[src/rtl/axi_lite_pkg.sv]
// Shared definitions for the AXI4-Lite queued write master.
//   - BRESP encodings
//   - write-master FSM state enum
package axi_lite_pkg;

  localparam logic [1:0] RESP_OKAY   = 2'b00;
  localparam logic [1:0] RESP_EXOKAY = 2'b01;
  localparam logic [1:0] RESP_SLVERR = 2'b10;
  localparam logic [1:0] RESP_DECERR = 2'b11;

  typedef enum logic [1:0] {
    ST_IDLE  = 2'd0,
    ST_ISSUE = 2'd1,
    ST_RESP  = 2'd2
  } state_t;

endpackage

[src/rtl/axi_lite_cmd_fifo.sv]
// Synchronous command FIFO for the queued AXI-Lite writer.
// Ports:
//   clk, rst  : clock, synchronous active-high reset (pointers/occupancy only)
//   push      : write request; lands when not full, or when a pop frees a slot
//   pop       : read request; ignored while empty
//   wdata     : entry to store
//   rdata     : head entry, read from the register array
//   full/empty: occupancy flags
//   fill      : number of stored entries, 0..DEPTH
module axi_lite_cmd_fifo #(
  parameter int WIDTH = 68,
  parameter int DEPTH = 4
) (
  input  logic                         clk,
  input  logic                         rst,
  input  logic                         push,
  input  logic                         pop,
  input  logic [WIDTH-1:0]             wdata,
  output logic [WIDTH-1:0]             rdata,
  output logic                         full,
  output logic                         empty,
  output logic [$clog2(DEPTH+1)-1:0]   fill
);

  localparam int PW = $clog2(DEPTH);
  localparam int FW = $clog2(DEPTH + 1);

  logic [WIDTH-1:0] mem [DEPTH];
  logic [PW-1:0]    wr_ptr;
  logic [PW-1:0]    rd_ptr;
  logic             do_push;
  logic             do_pop;

  assign do_pop  = pop && !empty;
  assign do_push = push && (!full || do_pop);

  assign full  = (fill == FW'(DEPTH));
  assign empty = (fill == '0);
  assign rdata = mem[rd_ptr];

  always_ff @(posedge clk) begin
    if (rst) begin
      wr_ptr <= '0;
      rd_ptr <= '0;
      fill   <= '0;
    end else begin
      if (do_push) wr_ptr <= wr_ptr + 1'b1;
      if (do_pop)  rd_ptr <= rd_ptr + 1'b1;
      fill <= fill + FW'(do_push) - FW'(do_pop);
    end
  end

  always_ff @(posedge clk) begin
    if (do_push) mem[wr_ptr] <= wdata;
  end

endmodule

[src/rtl/axi_lite_queued_writer.sv]
// AXI4-Lite write master fed by a command queue.
// Each queued command becomes one AW + one W transfer issued concurrently,
// followed by a B response. Non-OKAY responses re-issue the same command up
// to MAX_RETRY times; one Done pulse (with Done_Err) closes every command.
// Ports:
//   ACLK, ARESET         : clock, synchronous active-high reset
//   AW*/W*/B*            : AXI4-Lite write channels (master side)
//   Cmd_Valid/Ready/...  : command push interface (address, data, strobes)
//   Done, Done_Err       : one-cycle completion pulse and final error status
//   Busy, Fill           : activity flag and queue occupancy
module axi_lite_queued_writer
  import axi_lite_pkg::*;
#(
  parameter int         ADDR_W    = 32,
  parameter int         DATA_W    = 32,
  parameter int         DEPTH     = 4,
  parameter int         MAX_RETRY = 2,
  parameter logic [2:0] PROT      = 3'b000
) (
  input  logic                       ACLK,
  input  logic                       ARESET,
  output logic                       AWVALID,
  input  logic                       AWREADY,
  output logic [ADDR_W-1:0]          AWADDR,
  output logic [2:0]                 AWPROT,
  output logic                       WVALID,
  input  logic                       WREADY,
  output logic [DATA_W-1:0]          WDATA,
  output logic [DATA_W/8-1:0]        WSTRB,
  input  logic                       BVALID,
  output logic                       BREADY,
  input  logic [1:0]                 BRESP,
  input  logic                       Cmd_Valid,
  output logic                       Cmd_Ready,
  input  logic [ADDR_W-1:0]          Cmd_Addr,
  input  logic [DATA_W-1:0]          Cmd_Data,
  input  logic [DATA_W/8-1:0]        Cmd_Strb,
  output logic                       Done,
  output logic                       Done_Err,
  output logic                       Busy,
  output logic [$clog2(DEPTH+1)-1:0] Fill
);

  localparam int STRB_W = DATA_W / 8;
  localparam int CMD_W  = ADDR_W + DATA_W + STRB_W;
  localparam int RTY_W  = (MAX_RETRY > 0) ? $clog2(MAX_RETRY + 1) : 1;
  localparam logic [RTY_W-1:0] MAX_R = RTY_W'(MAX_RETRY);

  state_t             state;
  state_t             state_n;
  logic [RTY_W-1:0]   retry;
  logic [RTY_W-1:0]   retry_n;
  logic               awvalid_n;
  logic               wvalid_n;
  logic               bready_n;
  logic               done_n;
  logic               err_n;
  logic               load;

  logic [CMD_W-1:0]   head;
  logic               fifo_full;
  logic               fifo_empty;

  axi_lite_cmd_fifo #(
    .WIDTH (CMD_W),
    .DEPTH (DEPTH)
  ) u_fifo (
    .clk   (ACLK),
    .rst   (ARESET),
    .push  (Cmd_Valid),
    .pop   (state == ST_IDLE),
    .wdata ({Cmd_Addr, Cmd_Data, Cmd_Strb}),
    .rdata (head),
    .full  (fifo_full),
    .empty (fifo_empty),
    .fill  (Fill)
  );

  assign Cmd_Ready = !fifo_full;
  assign Busy      = (state != ST_IDLE) || !fifo_empty;
  assign AWPROT    = PROT;

  always_comb begin
    state_n   = state;
    retry_n   = retry;
    awvalid_n = AWVALID;
    wvalid_n  = WVALID;
    bready_n  = BREADY;
    done_n    = 1'b0;
    err_n     = 1'b0;
    load      = 1'b0;
    case (state)
      ST_IDLE: begin
        if (!fifo_empty) begin
          load      = 1'b1;
          awvalid_n = 1'b1;
          wvalid_n  = 1'b1;
          retry_n   = '0;
          state_n   = ST_ISSUE;
        end
      end
      ST_ISSUE: begin
        // AW and W complete independently; B is only accepted once both are done.
        if (AWREADY) awvalid_n = 1'b0;
        if (WREADY)  wvalid_n  = 1'b0;
        if (!awvalid_n && !wvalid_n) begin
          bready_n = 1'b1;
          state_n  = ST_RESP;
        end
      end
      ST_RESP: begin
        // BREADY is held high for the whole state, so BVALID alone is the handshake.
        if (BVALID) begin
          bready_n = 1'b0;
          if (BRESP == RESP_OKAY) begin
            done_n  = 1'b1;
            state_n = ST_IDLE;
          end else if (retry < MAX_R) begin
            retry_n   = retry + 1'b1;
            awvalid_n = 1'b1;
            wvalid_n  = 1'b1;
            state_n   = ST_ISSUE;
          end else begin
            done_n  = 1'b1;
            err_n   = 1'b1;
            state_n = ST_IDLE;
          end
        end
      end
      default: state_n = ST_IDLE;
    endcase
  end

  always_ff @(posedge ACLK) begin
    if (ARESET) begin
      state    <= ST_IDLE;
      retry    <= '0;
      AWVALID  <= 1'b0;
      WVALID   <= 1'b0;
      BREADY   <= 1'b0;
      Done     <= 1'b0;
      Done_Err <= 1'b0;
      AWADDR   <= '0;
      WDATA    <= '0;
      WSTRB    <= '0;
    end else begin
      state    <= state_n;
      retry    <= retry_n;
      AWVALID  <= awvalid_n;
      WVALID   <= wvalid_n;
      BREADY   <= bready_n;
      Done     <= done_n;
      Done_Err <= err_n;
      if (load) {AWADDR, WDATA, WSTRB} <= head;
    end
  end

endmodule

[config.mk]
export PLATFORM = sky130hd
export DESIGN_NAME = axi_lite_queued_writer
export DESIGN_NICKNAME = d
export VERILOG_FILES = /design/src/rtl/axi_lite_pkg.sv /design/src/rtl/axi_lite_cmd_fifo.sv /design/src/rtl/axi_lite_queued_writer.sv
export SDC_FILE = /design/constraint.sdc
export NUM_CORES = 1
export LEC_CHECK = 0
export ABC_AREA = 1
export CAP_MARGIN = 20
export CORE_ASPECT_RATIO = 0.6
export CORE_MARGIN = 5
export CORE_UTILIZATION = 35
export CTS_CLUSTER_SIZE = 28
export DETAILED_ROUTE_END_ITERATION = 10
export PLACE_DENSITY_LB_ADDON = 0.12
export SYNTH_ARGS = -nofsm -noshare
export SYNTH_HDL_FRONTEND = slang
export SYNTH_SLANG_ARGS = --single-unit
[constraint.sdc]
create_clock -name ACLK -period 12.13 [get_ports ACLK]
set_input_delay 3.639 -clock ACLK [delete_from_list [all_inputs] [get_ports ACLK]]
set_output_delay 3.639 -clock ACLK [all_outputs]
set_load 0.02 [all_outputs]
==> out/results.ini <==
[run_status]
outcome = finished, final reports clean

[drt]
totalWireLength_um = 31600
route.vias.total = 8289
ant_nets = 0
drt_iter0_drc = 577
drc = 0
avgViaCountPerCell = 4.76
post_drt_wl_per_cell_um = 18.1
dr.pass1.iters = 5

[cells_and_area]
drive_above_1_share = 0.0611
regArea_sq_mm = 0.00985
fillCellCount = 3510
final_cell_mix = 281 x nor2_1, 272 x edfxtp_1, 153 x clkdlybuf4s50_1
syn_to_final_growth_pct = 22.5
nets = 1285
n_antenna_cell = 0
multiInputGateArea_sq_mm = 0.00291
final_common_cell = nor2_1

[synthesis]
ys_seq_elements = 356
postSynthAreaPerCell_sq_um = 12.5
ys_seq_area_frac = 0.741
synth_area_leaders = edfxtp_1 61%, dfxtp_1 13%, nor2_1 8.1%
yosys.area.top_type_share = 0.615
synthAdderAreaFrac = 0.00716
synth_top_area_cell = edfxtp_1
syn_area_sq_mm = 0.0133
synth_top_family_by_area = compound AO/OA/AOI/OAI gates
synth_compound_area_frac = 0.118
synth_cell_types = 31
synth_cells = 1067
synth-simple-area-share = 0.0909
synthMuxAreaShare = 0
yosysWarnings = 0
yosys.area_share.xor_xnor = 0.000659

[timing]
fin_crit_sh = 0.465
report.final.slew_viol_count = 0
worst_slew_pin_slew_ps = 998
fmax_ghz = 0.177
fin_worst_skew_ps = 14.3
rsz0062_at_grt = no
fin_setup_tns_ps = 0
finalHoldViolations = 0
finalSetupViolCount = 0
relSlewSlack = 0.335
final.min_clock_period_ps = 5650

[die]
core_sq_mm = 0.0376
die_area_sq_mm = 0.0421
start_util = 0.354
die_width_um = 262
dieHeight_um = 161
rows = 55
design.portCount = 157

[critical_path]
critPathSlowestCell = buf_4
cp_cell_sequence = clkdlybuf4s50_1, nand2_1, nor2_4, buf_4
path_max_fanout = 54
max_stage_delay_ps = 760
criticalPathCategory = in -> reg
critPathLaunchType = input pin
cp.buffers_inverters = 2
cp_top_family = buffers and inverters
cp-end-kind = flip-flop
worstPathRequired_ps = 12270
arrival_ps = 5790

[pwr]
total_power_mw = 3.75
p_per_area_mw_per_mm2 = 230
worst_ir_drop_vdd_v = 0.000115
leakage_nw = 5.52

[clock_network]
clock_latency_ps = 520
cts-resized-gates = 0
clock-sinks = 356
cts_tree = done
clockRootBuffer = clkbuf_16
postCtsSetupBuffers = 0
path_clk_slew_ps = 60
clockBufferDepth = 3
cts_buffers = 35
htree_levels = 2
cts_hold_buf = 0

[place]
gp_congestion = 0.695
port-buffer-count = 153
dp_hpwl_um = 17300

[min_path]
hp-class = reg -> reg

[global_routing]
antenna_found_initial = 0
grt_pass1_wl_um = 49300
grt_pass1_vias = 8202
grt_max_degree = 96
grt.overflow.total = 0
grtUsageTotal = 0.149

[job]
drv_cap = 0

final timing paths:
path / start / to / slack (ps) / cells after the start
hold / removal: AWVALID / AWVALID / 480 / 2
setup reg to reg: u_fifo.fill[1] / u_fifo.mem[2][24] / 9440 / 5
hold reg to reg: AWVALID / AWVALID / 480 / 2
setup / recovery: Cmd_Valid / u_fifo.mem[2][24] / 6480 / 4
cell usage after synthesis:
library cell and count:
nand2_4 1, o211ai_1 1, ha_1 6, buf_4 9, buf_1 1, inv_4 1, nor2_1 285, nand3_1 4
dfxtp_1 84, clkbuf_4 1, fa_1 1, o21ai_1 84, o21ai_0 128, inv_1 23, a21oi_1 12, conb_1 1
nor3_1 1, clkbuf_2 4, o22ai_1 68, nand2_1 16, nor2_2 1, nand4_1 2, inv_2 3, buf_2 20
edfxtp_1 272, buf_6 15, o21bai_1 1, clkbuf_1 18, buf_12 1, xnor2_1 1, nor2_4 2
cell families after synthesis:
group | Yosys count
AND/OR/NAND/NOR | 312
other | 1
AO/OA/AOI/OAI | 294
XOR/XNOR | 1
adder cells (fa/ha/maj) | 7
flip-flops | 356
buffers and inverters | 96
worst min-delay path: stages (launching register included):
cell and delay (ps):
dfxtp_1 310, inv_1 60, a21oi_1 60
through the flow:
step	util	cell area, sq um	hold slack [ps]	cells	setup WS, ps
final	0.433	16300	481	1741	6480
after global routing	0.433	16300	522	1741	6340
after CTS	0.432	16200	482	1739	6400
after detailed placement	0.402	15100	471	1676	5850
after global placement	0.402	15100	474	1676	5880
after floorplan	-	13300	448	1069	4990
cell type report:
cell class / count / share of cell area
Clock buffer: 52 / 0.0622
Clock inverter: 11 / 0.00508
Inverter: 27 / 0.00638
Multi-Input combinational cell: 617 / 0.179
Sequential cell: 356 / 0.606
Tap cell: 513 / 0.0394
Timing Repair Buffer: 165 / 0.102
sequential cells by signal, indices dropped and copies added, names as in the netlist, 3 cells and up:
| name | count |
|---|---|
| WDATA | 32 |
| u_fifo.fill | 3 |
| AWADDR | 32 |
| u_fifo.mem | 272 |
| WSTRB | 4 |
report_power, final:
group | internal [mW] | switching [mW]
logic | 0.395 | 0.715
clock network | 0.601 | 0.448
registers | 1.50 | 0.0911
routing by layer:
layer / vias to the layer above / routed length, um / global-route usage
li1: 4078 / - / -
met1: 4012 / 15000 / 0.214
met2: 153 / 14500 / 0.235
met3: 46 / 1490 / 0.0317
met4: 0 / 571 / 0.0325
met5: - / 0 / 0
No activity file was read; power rests on OpenSTA's default activity.
